--- src/rtl/slink_tx_credit_scheduler_pkg.sv ---
// ---------------------------------------------------------------------------
// slink_tx_credit_scheduler_pkg
// Shared TX scheduling definitions for the slink transmit path:
//   - sched_state_t : scheduler FSM state encoding
//   - beat_count()  : payload byte count -> link beat count
// ---------------------------------------------------------------------------
package slink_tx_credit_scheduler_pkg;

    typedef enum logic [0:0] {
        SCHED_IDLE = 1'b0,
        SCHED_BUSY = 1'b1
    } sched_state_t;

    localparam int WORD_COUNT_WIDTH = 16;
    // One bit wider than the byte count so that 0xFFFF rounded up cannot wrap.
    localparam int BEAT_COUNT_WIDTH = 17;

    // Number of link beats needed to carry word_count payload bytes.
    // A zero-length packet still occupies one beat on the link.
    function automatic logic [BEAT_COUNT_WIDTH-1:0] beat_count(
        input logic [WORD_COUNT_WIDTH-1:0] word_count,
        input int                          bytes_per_beat
    );
        logic [BEAT_COUNT_WIDTH-1:0] wc_ext;
        logic [BEAT_COUNT_WIDTH-1:0] beats;
        wc_ext = {1'b0, word_count};
        beats  = (wc_ext + BEAT_COUNT_WIDTH'(bytes_per_beat - 1))
                 / BEAT_COUNT_WIDTH'(bytes_per_beat);
        if (beats == '0) begin
            beats = BEAT_COUNT_WIDTH'(1);
        end
        return beats;
    endfunction

endpackage

--- src/rtl/slink_demet_reset.sv ---
// ---------------------------------------------------------------------------
// slink_demet_reset
// Two-flop synchronizer for a single asynchronous level into the clk domain.
// Both flops clear on reset, so the synchronized output is 0 out of reset.
// Ports:
//   clk      : destination clock
//   reset    : asynchronous, active-high
//   sig_in   : asynchronous input level
//   sig_out  : synchronized level (two clk cycles of latency)
// ---------------------------------------------------------------------------
module slink_demet_reset (
    input  logic clk,
    input  logic reset,
    input  logic sig_in,
    output logic sig_out
);

    logic meta_reg;
    logic sync_reg;

    always_ff @(posedge clk or posedge reset) begin
        if (reset) begin
            meta_reg <= 1'b0;
            sync_reg <= 1'b0;
        end else begin
            meta_reg <= sig_in;
            sync_reg <= meta_reg;
        end
    end

    assign sig_out = sync_reg;

endmodule

--- src/rtl/slink_tx_credit_scheduler.sv ---
// ---------------------------------------------------------------------------
// slink_tx_credit_scheduler
// Credit-based round-robin packet scheduler for the slink TX path. Each
// channel holds a credit counter; a requesting channel with credit can win
// the link, which then stays granted until all its beats are accepted.
// Ports:
//   clk, reset          : clock, asynchronous active-high reset
//   enable              : asynchronous scheduler enable (synchronized here)
//   tx_sop_ch           : per-channel packet request, held until granted
//   tx_word_count_ch    : per-channel payload byte count (16 bits each)
//   credit_return_ch    : per-channel one-cycle credit return pulse
//   tx_advance          : link accepted one beat of the granted channel
//   grant_ch/grant_idx  : registered one-hot grant and its index
//   busy                : a packet is in flight
//   pkt_done            : pulse on the cycle after the final beat
//   credit_count_ch     : current credit counters (CREDIT_WIDTH each)
// ---------------------------------------------------------------------------
module slink_tx_credit_scheduler
    import slink_tx_credit_scheduler_pkg::*;
#(
    parameter int NUM_CHANNELS      = 8,
    parameter int TX_APP_DATA_WIDTH = 64,
    parameter int CREDIT_WIDTH      = 4,
    parameter int INIT_CREDITS      = 4
) (
    input  logic                                 clk,
    input  logic                                 reset,
    input  logic                                 enable,
    input  logic [NUM_CHANNELS-1:0]              tx_sop_ch,
    input  logic [NUM_CHANNELS*16-1:0]           tx_word_count_ch,
    input  logic [NUM_CHANNELS-1:0]              credit_return_ch,
    input  logic                                 tx_advance,
    output logic [NUM_CHANNELS-1:0]              grant_ch,
    output logic [$clog2(NUM_CHANNELS)-1:0]      grant_idx,
    output logic                                 busy,
    output logic                                 pkt_done,
    output logic [NUM_CHANNELS*CREDIT_WIDTH-1:0] credit_count_ch
);

    localparam int IDX_W          = $clog2(NUM_CHANNELS);
    localparam int BYTES_PER_BEAT = TX_APP_DATA_WIDTH / 8;

    sched_state_t                state_reg;
    logic [NUM_CHANNELS-1:0]     grant_ch_reg;
    logic [IDX_W-1:0]            grant_idx_reg;
    logic                        busy_reg;
    logic                        pkt_done_reg;
    logic [IDX_W-1:0]            rr_ptr_reg;
    logic [BEAT_COUNT_WIDTH-1:0] beats_left_reg;

    logic                        enable_sync;
    logic [NUM_CHANNELS-1:0]     eligible_vec;
    logic [NUM_CHANNELS-1:0]     win_onehot;
    logic                        win_found;
    logic [IDX_W-1:0]            win_idx;
    logic                        start_grant;
    logic [WORD_COUNT_WIDTH-1:0] win_word_count;

    slink_demet_reset u_enable_sync (
        .clk     (clk),
        .reset   (reset),
        .sig_in  (enable),
        .sig_out (enable_sync)
    );

    // Round-robin pick: scan from rr_ptr upward with wrap, first eligible wins.
    always_comb begin
        int               cand;
        logic [IDX_W-1:0] cand_idx;
        win_found = 1'b0;
        win_idx   = '0;
        cand      = 0;
        cand_idx  = '0;
        for (int k = 0; k < NUM_CHANNELS; k++) begin
            cand     = (int'(rr_ptr_reg) + k) % NUM_CHANNELS;
            cand_idx = IDX_W'(cand);
            if (!win_found && eligible_vec[cand_idx]) begin
                win_found = 1'b1;
                win_idx   = cand_idx;
            end
        end
    end

    // A grant only starts from IDLE, so the pkt_done cycle is always idle.
    assign start_grant    = (state_reg == SCHED_IDLE) && win_found;
    assign win_word_count = tx_word_count_ch[16*int'(win_idx) +: 16];

    // Per-channel credit counters and eligibility.
    genvar gi;
    generate
        for (gi = 0; gi < NUM_CHANNELS; gi++) begin : g_ch
            logic [CREDIT_WIDTH-1:0] credit_reg;
            logic [CREDIT_WIDTH-1:0] credit_next;
            logic                    consume;

            assign win_onehot[gi]   = (win_idx == IDX_W'(gi));
            assign consume          = start_grant && win_onehot[gi];
            assign eligible_vec[gi] = tx_sop_ch[gi] && (credit_reg != '0) && enable_sync;

            // Consume and return in the same cycle cancel out. Consume never
            // underflows because only channels with credit are eligible.
            always_comb begin
                credit_next = credit_reg;
                if (consume && !credit_return_ch[gi]) begin
                    credit_next = credit_reg - 1'b1;
                end else if (!consume && credit_return_ch[gi] &&
                             (credit_reg != {CREDIT_WIDTH{1'b1}})) begin
                    credit_next = credit_reg + 1'b1;
                end
            end

            always_ff @(posedge clk or posedge reset) begin
                if (reset) begin
                    credit_reg <= CREDIT_WIDTH'(INIT_CREDITS);
                end else begin
                    credit_reg <= credit_next;
                end
            end

            assign credit_count_ch[gi*CREDIT_WIDTH +: CREDIT_WIDTH] = credit_reg;
        end
    endgenerate

    // Scheduler FSM with registered outputs.
    always_ff @(posedge clk or posedge reset) begin
        if (reset) begin
            state_reg      <= SCHED_IDLE;
            grant_ch_reg   <= '0;
            grant_idx_reg  <= '0;
            busy_reg       <= 1'b0;
            pkt_done_reg   <= 1'b0;
            rr_ptr_reg     <= '0;
            beats_left_reg <= '0;
        end else begin
            pkt_done_reg <= 1'b0;
            case (state_reg)
                SCHED_IDLE: begin
                    if (start_grant) begin
                        state_reg      <= SCHED_BUSY;
                        grant_ch_reg   <= win_onehot;
                        grant_idx_reg  <= win_idx;
                        busy_reg       <= 1'b1;
                        beats_left_reg <= beat_count(win_word_count, BYTES_PER_BEAT);
                    end
                end
                SCHED_BUSY: begin
                    // Requests and enable are not consulted here: a granted
                    // packet always runs to completion.
                    if (tx_advance) begin
                        if (beats_left_reg == BEAT_COUNT_WIDTH'(1)) begin
                            state_reg      <= SCHED_IDLE;
                            grant_ch_reg   <= '0;
                            grant_idx_reg  <= '0;
                            busy_reg       <= 1'b0;
                            pkt_done_reg   <= 1'b1;
                            beats_left_reg <= '0;
                            rr_ptr_reg     <= (grant_idx_reg == IDX_W'(NUM_CHANNELS-1))
                                              ? '0 : grant_idx_reg + 1'b1;
                        end else begin
                            beats_left_reg <= beats_left_reg - 1'b1;
                        end
                    end
                end
                default: begin
                    state_reg <= SCHED_IDLE;
                end
            endcase
        end
    end

    assign grant_ch  = grant_ch_reg;
    assign grant_idx = grant_idx_reg;
    assign busy      = busy_reg;
    assign pkt_done  = pkt_done_reg;

endmodule

--- config.mk ---
export PLATFORM = sky130hd
export DESIGN_NAME = slink_tx_credit_scheduler
export DESIGN_NICKNAME = d
export VERILOG_FILES = /design/src/rtl/slink_tx_credit_scheduler_pkg.sv /design/src/rtl/slink_demet_reset.sv /design/src/rtl/slink_tx_credit_scheduler.sv
export SDC_FILE = /design/constraint.sdc
export NUM_CORES = 1
export LEC_CHECK = 0
export CORE_MARGIN = 2
export CORE_UTILIZATION = 35
export DETAILED_ROUTE_END_ITERATION = 8
export PLACE_DENSITY = 0.58
export SLEW_MARGIN = 20
export SYNTH_ARGS = -nofsm -noshare
export SYNTH_HDL_FRONTEND = slang
export SYNTH_SLANG_ARGS = --single-unit
--- constraint.sdc ---
create_clock -name clk -period 15.5 [get_ports clk]
set_clock_uncertainty 0.15 [all_clocks]
set_input_delay 1.55 -clock clk [delete_from_list [all_inputs] [get_ports clk]]
set_output_delay 1.55 -clock clk [all_outputs]
set_load 0.05 [all_outputs]
# ---- Yosys cells after proc, flatten, opt, wreduce, memory -nomap -nowiden
# Index checks and enable logic that the tools add are counted.
dict set report op_classes {
  muxes 73
  n_bitwise 1
  n_eq_ne 20
  add_sub_neg 26
  magnitude_cmp 8
  n_shift 1
  reduce_logical 100
}
# op n
set ops {}
lappend ops {{$shiftx A128 B8 Y16} 1}
lappend ops {{$mux W4} 16}
lappend ops {{$logic_and A1 B1 Y1} 56}
lappend ops {{$mux W17} 3}
lappend ops {{$mux W3} 12}
lappend ops {{$pmux W17 S2} 1}
lappend ops {{$add A4 B1 Y4 const B} 8}
lappend ops {{$lt A3 B4 Y1 const B} 8}
lappend ops {{$ne A4 B4 Y1 const B} 8}
lappend ops {{$reduce_bool A4 Y1} 8}
lappend ops {{$sub A4 B1 Y4 const B} 8}
lappend ops {{$mux W1} 25}
lappend ops {{$bmux W1 S3} 8}
lappend ops {{$mux W8} 3}
lappend ops {{$logic_not A1 Y1} 23}
lappend ops {{$add A16 B3 Y17 const B} 1}
lappend ops {{$eq A17 B1 Y1 const B} 1}
lappend ops {{$logic_not A17 Y1} 1}
lappend ops {{$sub A17 B1 Y17 const B} 1}
lappend ops {{$pmux W8 S2} 1}
lappend ops {{$reduce_bool A2 Y1} 8}
lappend ops {{$eq A3 B3 Y1 const B} 5}
lappend ops {{$mux W14} 1}
lappend ops {{$add A3 B3 Y3 const B} 4}
lappend ops {{12 further kinds} 18}
dict set report word_totals {
  word_cells 246
  out_inout_bits 45
  in_bits 148
  ff_bits 68
}

# ---- Longest topological paths before layout
dict set report logic_depth {
  depth_word 34
  mapped_depth 24
  mapped_depth_nobuf 18
}

# ---- Hierarchy
# From an unflattened synthesis, not the netlist that was laid out.
dict set report unflattened {
  cells_unflattened 793
  hier_area_um2 7080.5
}
# mod n_inst seq_area_each_um2 cells_per_inst area_per_inst_um2
set modules_own_cells {}
lappend modules_own_cells {slink_tx_credit_scheduler 1 1661.6 790 7026.7}
lappend modules_own_cells {slink_demet_reset 1 50.0 3 53.8}

# ---- Worst setup path after synthesis
# No wires, ideal clock.
dict set report synth_timing {
  path_type {input -> register}
  startpoint {in tx_sop_ch[5]}
  endpoint {reg g_ch[5].credit_reg[3]}
  required_ns 15.199
  cell_stages 18
  setup_time_ns 0.151
  n_path_buf 3
  arrival_time_ns 5.181
  path_slack_ns 10.017
  path_cell_list {o41ai_4 -> mux2_2 -> mux4_2 -> a211oi_1 -> o221a_2 -> nor2_1 -> buf_2 -> a21oi_4 -> buf_2 -> buf_2 -> nand3_1 -> nor2_1 -> ha_1 -> a21o_1 -> a21oi_1 -> and3b_1 -> a21oi_1 -> o21ai_0}
}
dict set report synth_between {
  elab_chain_len 32
  elab_cells_between_ends 57
  cone_classes {1 x eq/ne; 33 x mux; 23 x reduce/logical}
}
# item line_no
set synth_lines {}
lappend synth_lines {{start: declaration} slink_tx_credit_scheduler.sv:29} ;# input logic [NUM_CHANNELS-1:0] tx_sop_ch,
lappend synth_lines {{$logic_and A1 B1 Y1 * (2 in series)} slink_tx_credit_scheduler.sv:98} ;# assign eligible_vec[gi] = tx_sop_ch[gi] && (credit_reg != '0) && enable_sync;
lappend synth_lines {{$bmux W1 S3} slink_tx_credit_scheduler.sv:77} ;# if (!win_found && eligible_vec[cand_idx]) begin
lappend synth_lines {{$mux W1 (not written as such)} slink_tx_credit_scheduler.sv:77}
lappend synth_lines {{$mux W1} slink_tx_credit_scheduler.sv:77}
lappend synth_lines {{$logic_not A1 Y1} slink_tx_credit_scheduler.sv:77}
lappend synth_lines {{$logic_and A1 B1 Y1} slink_tx_credit_scheduler.sv:77}
lappend synth_lines {{$mux W1} slink_tx_credit_scheduler.sv:77}
lappend synth_lines {{$logic_not A1 Y1} slink_tx_credit_scheduler.sv:77}
lappend synth_lines {{[14 not listed]} -}
lappend synth_lines {{$logic_not A1 Y1} slink_tx_credit_scheduler.sv:77}
lappend synth_lines {{$logic_and A1 B1 Y1} slink_tx_credit_scheduler.sv:77}
lappend synth_lines {{$mux W3 / $mux W1 (equally long branches)} slink_tx_credit_scheduler.sv:77}
lappend synth_lines {{$eq A3 B3 Y1 / $logic_and A1 B1 Y1 (equally long branches)} {slink_tx_credit_scheduler.sv:96, slink_tx_credit_scheduler.sv:85}}
lappend synth_lines {{$logic_and A1 B1 Y1 *} slink_tx_credit_scheduler.sv:97} ;# assign consume = start_grant && win_onehot[gi];
lappend synth_lines {{$logic_not A1 Y1} slink_tx_credit_scheduler.sv:106} ;# end else if (!consume && credit_return_ch[gi] &&
lappend synth_lines {{$logic_and A1 B1 Y1 (2 in series)} slink_tx_credit_scheduler.sv:106}
lappend synth_lines {{$reduce_bool A2 Y1 (no source line)} -}
lappend synth_lines {{end signal: assignment} slink_tx_credit_scheduler.sv:114} ;# credit_reg <= CREDIT_WIDTH'(INIT_CREDITS);
lappend synth_lines {{end signal: assignment} slink_tx_credit_scheduler.sv:116} ;# credit_reg <= credit_next;
lappend synth_lines {{end: declaration} slink_tx_credit_scheduler.sv:92} ;# logic [CREDIT_WIDTH-1:0] credit_reg;
# Every way passes the cells marked *; elsewhere a longest branch is shown, timed or not. The select of a mux whose other input is x is not followed.
# A chain may end at the register's enable or synchronous reset.

# ---- Final worst setup path
dict set report layout_timing {
  startpoint {reg rr_ptr_reg[1]}
  endpoint {reg beats_left_reg[12]}
}
dict set report layout_between {
  elab_chain_len 30
  elab_cells_between_ends 62
  cone_classes {8 x add/sub; 1 x eq/ne; 1 x shift; 35 x mux; 17 x reduce/logical}
}
# item line_no
set layout_lines {}
lappend layout_lines {{start: declaration} slink_tx_credit_scheduler.sv:48} ;# logic [IDX_W-1:0] rr_ptr_reg;
lappend layout_lines {{start signal: assignment} slink_tx_credit_scheduler.sv:157} ;# rr_ptr_reg <= (grant_idx_reg == IDX_W'(NUM_CHANNELS-1))
lappend layout_lines {{parallel branches: the longest is 30 deep, another holds $add A3 B1 Y3} -}
lappend layout_lines {{end signal: assignment} slink_tx_credit_scheduler.sv:143} ;# beats_left_reg <= beat_count(win_word_count, BYTES_PER_BEAT);
lappend layout_lines {{end signal: assignment} slink_tx_credit_scheduler.sv:160} ;# beats_left_reg <= beats_left_reg - 1'b1;
lappend layout_lines {{end: declaration} slink_tx_credit_scheduler.sv:49} ;# logic [BEAT_COUNT_WIDTH-1:0] beats_left_reg;
# Several ways; the timed one is not identified. The select of a mux whose other input is x is not followed.

==> flow_summary.json <==
{
  "cts_buffers": 9,
  "yosysUniqueCellTypes": 83,
  "antenna_cells": 0,
  "initial_core_util_pct": 35.9,
  "crit_start": "rr_ptr_reg[1]",
  "holdBufCountCts": 0,
  "synth.top_cell.area_share_pct": 21.4,
  "cellPowerDensity_nw_per_um2": 148,
  "die_h_um": 145,
  "drive_gt1_share_pct": 10.5,
  "cpLargestDelayFamily": "simple AND/OR/NAND/NOR gates",
  "synth-seq-cells": 68,
  "grt_pass1_wl_mm": 37.9,
  "syn_nets": 1000,
  "r2r_end": "beats_left_reg[12]",
  "vias": 7128,
  "async_flop_share_pct": 100,
  "worstSetupEndpoint": "beats_left_reg[12]",
  "synth_top_area_cell": "dfrtp_1",
  "wirelength_mm": 23.6,
  "holdPathStages": 0,
  "crit_fanout": 27,
  "reg2reg_depth": 15,
  "finalCritPeriodShare_pct": 48.6,
  "synth-warning-count": 0,
  "hpwl_mm": 18.4,
  "fp-row-count": 51,
  "synth_edf_count": 0,
  "synth_area_um2": 7000,
  "die_x_um": 145,
  "drt_pass1_iterations": 5,
  "clockBufferDepth": 2,
  "ioPinCount": 193,
  "fin_nets": 1166,
  "dr.first_iter.drc_count": 361,
  "die_area_um2": 21200,
  "drv_slew": 0,
  "grt_usage_pct": 22.1,
  "area_delta_synth_final_pct": 35.0,
  "finalCriticalPeriod_ns": 7.53,
  "r2r_start": "rr_ptr_reg[1]",
  "seq_area_frac_synth_pct": 24.4,
  "finalSetupViolCount": 0,
  "htreeDepth": 3,
  "critPathArrivalTime_ns": 7.61,
  "max_freq_mhz": 133,
  "crit_top_cell": "nand2_1",
  "grt_pass1_vias": 7005,
  "dp.cells": 1242,
  "worstSetupStartpointType": "flip-flop",
  "ant_nets": 0,
  "antenna_found_initial": 0,
  "status": "finished clean",
  "critPathCaptureType": "flip-flop",
  "routed_via_density": 5.67,
  "leakage_nw": 3.65,
  "fill_cells": 1927,
  "path_cells": "inv_1 > ha_1 > nand2_1 > o32ai_1 > nor3_1 > o211a_1 > o221a_2 > nor2_1 > a21o_1 > a2111oi_0 > nor4_1 > nand4bb_1 > nor4_4 > mux2i_1 > nand2_1",
  "place_congestion": 0.891,
  "largest_reg_flops": 32,
  "cp_slowest_stage_delay_ns": 0.77,
  "fin_cells": 1258,
  "clk_latency_ns": 0.34,
  "overflow": 0,
  "grt_max_degree": 69,
  "cts_tree": "yes",
  "clkSinkCount": 68,
  "cts.repair.resized": 0,
  "worst_slew_pin_slew_ns": 0.919,
  "yosysMostFrequentCell": "nand2_1",
  "port_buffers": 192,
  "syn_inst": 822,
  "rsz0062_at_grt": "no",
  "avgSynthCellArea_um2": 8.52,
  "crit_type": "flip-flop to flip-flop",
  "fin_tns_setup_ns": 0,
  "critPathBufInv": 1,
  "drc": 0,
  "critPathSlowestCell": "ha_1",
  "synth_ff_type": "dfrtp_1",
  "clkTransAtPathRegs_ns": 0.06,
  "coreArea_um2": 19500,
  "rrSetupSlack_ns": 7.97,
  "routedWlPerCell_um": 18.7,
  "vdd_drop_max_mv": 0.0667,
  "hold_viol": 0,
  "worst_ep_required_time_ns": 15.58,
  "crit_cells": 15,
  "maxCapViolations": 0,
  "root_buffer": "clkbuf_16",
  "synth_commonest_cells": "86 x nand2_1, 61 x o21ai_0, 60 x dfrtp_1",
  "min_path_type": "flip-flop to flip-flop",
  "slew_headroom_pct": 38.2,
  "post_cts_buffers": 0,
  "synth_area_leaders": "dfrtp_1 21%, mux2_2 5.1%, nand2_1 4.6%, o21ai_0 4.4%, a2111oi_0 4.0%"
}
==> power by group <==
group / switching (mW) / internal [mW] / total [mW]
registers: 0.107 / 0.244 / 0.351
logic: 0.481 / 0.321 / 0.802
clock network: 0.0841 / 0.167 / 0.251
==> cell usage in the layout, fill, tap and decap left out, types with 5 or more instances in the layout <==
cell / count
clkdlybuf4s50_1: 192
nor3_1: 26
o41ai_4: 6
buf_4: 9
nor4_1: 17
and3_1: 11
xnor2_1: 28
o22ai_1: 12
or2_1: 6
a21oi_1: 53
nand3_1: 16
or3_1: 8
mux2_2: 32
a2111oi_0: 32
o221ai_1: 10
a211oi_1: 14
o22a_1: 5
nand4b_1: 7
dfrtp_1: 60
dfstp_2: 8
a21o_1: 11
nor2_1: 58
o21ai_0: 61
o311ai_0: 7
o211ai_1: 6
nor4_2: 6
mux2i_1: 25
inv_1: 40
ha_1: 22
nand2_1: 86
fa_1: 8
clkbuf_16: 9
==> worst min path at each step <==
stage                                start                     to  slack, ns
global placement    u_enable_sync.meta_reg  u_enable_sync.sig_out       0.21
floorplan           u_enable_sync.meta_reg  u_enable_sync.sig_out       0.18
detailed placement  u_enable_sync.meta_reg  u_enable_sync.sig_out       0.19
global route        u_enable_sync.meta_reg  u_enable_sync.sig_out       0.24
finish              u_enable_sync.meta_reg  u_enable_sync.sig_out       0.23
CTS                 u_enable_sync.meta_reg  u_enable_sync.sig_out       0.23
==> logic make-up after synthesis <==
| family | share of synthesized area (%) |
|---|---|
| DFF | 24.4 |
| adders and majority gates | 6.22 |
| muxes | 10.2 |
| xor gates and xnor gates | 4.00 |
| and+or+nand+nor | 20.6 |
| AOI/OAI and AO/OA | 28.8 |
| buffers and inverters | 5.77 |
==> area by class of cell <==
cell class / instances / area (um^2) / share of cell area, %
Clock buffer: 11 / 253 / 2.67
Tap cell: 265 / 332 / 3.51
Multi-Input combinational cell: 666 / 4910 / 51.9
Inverter: 42 / 158 / 1.67
Clock inverter: 5 / 106 / 1.12
Timing Repair Buffer: 201 / 1990 / 21.0
Sequential cell: 68 / 1710 / 18.1
==> routing by layer <==
layer / global-route usage (%) / routed length (um)
met1: 27.6 / 10200
met3: 4.39 / 1430
met2: 37.9 / 11400
met4: 7.94 / 547
met5: 0 / 0
==> metrics by stage <==
stage	area [um^2]	power, mW	util [%]	worst slack, ns	hold slack (ns)
6_report	9460	1.40	48.4	7.97	0.234
5_1_grt	9460	1.50	48.4	7.41	0.239
4_1_cts	9460	1.42	48.4	8.11	0.228
3_5_place_dp	9100	1.16	46.6	7.88	0.193
3_3_place_gp	9100	1.15	46.6	8.09	0.209
2_1_floorplan	7000	0.909	-	10.02	0.181
Note: power is estimated with default switching activity, not from simulation.
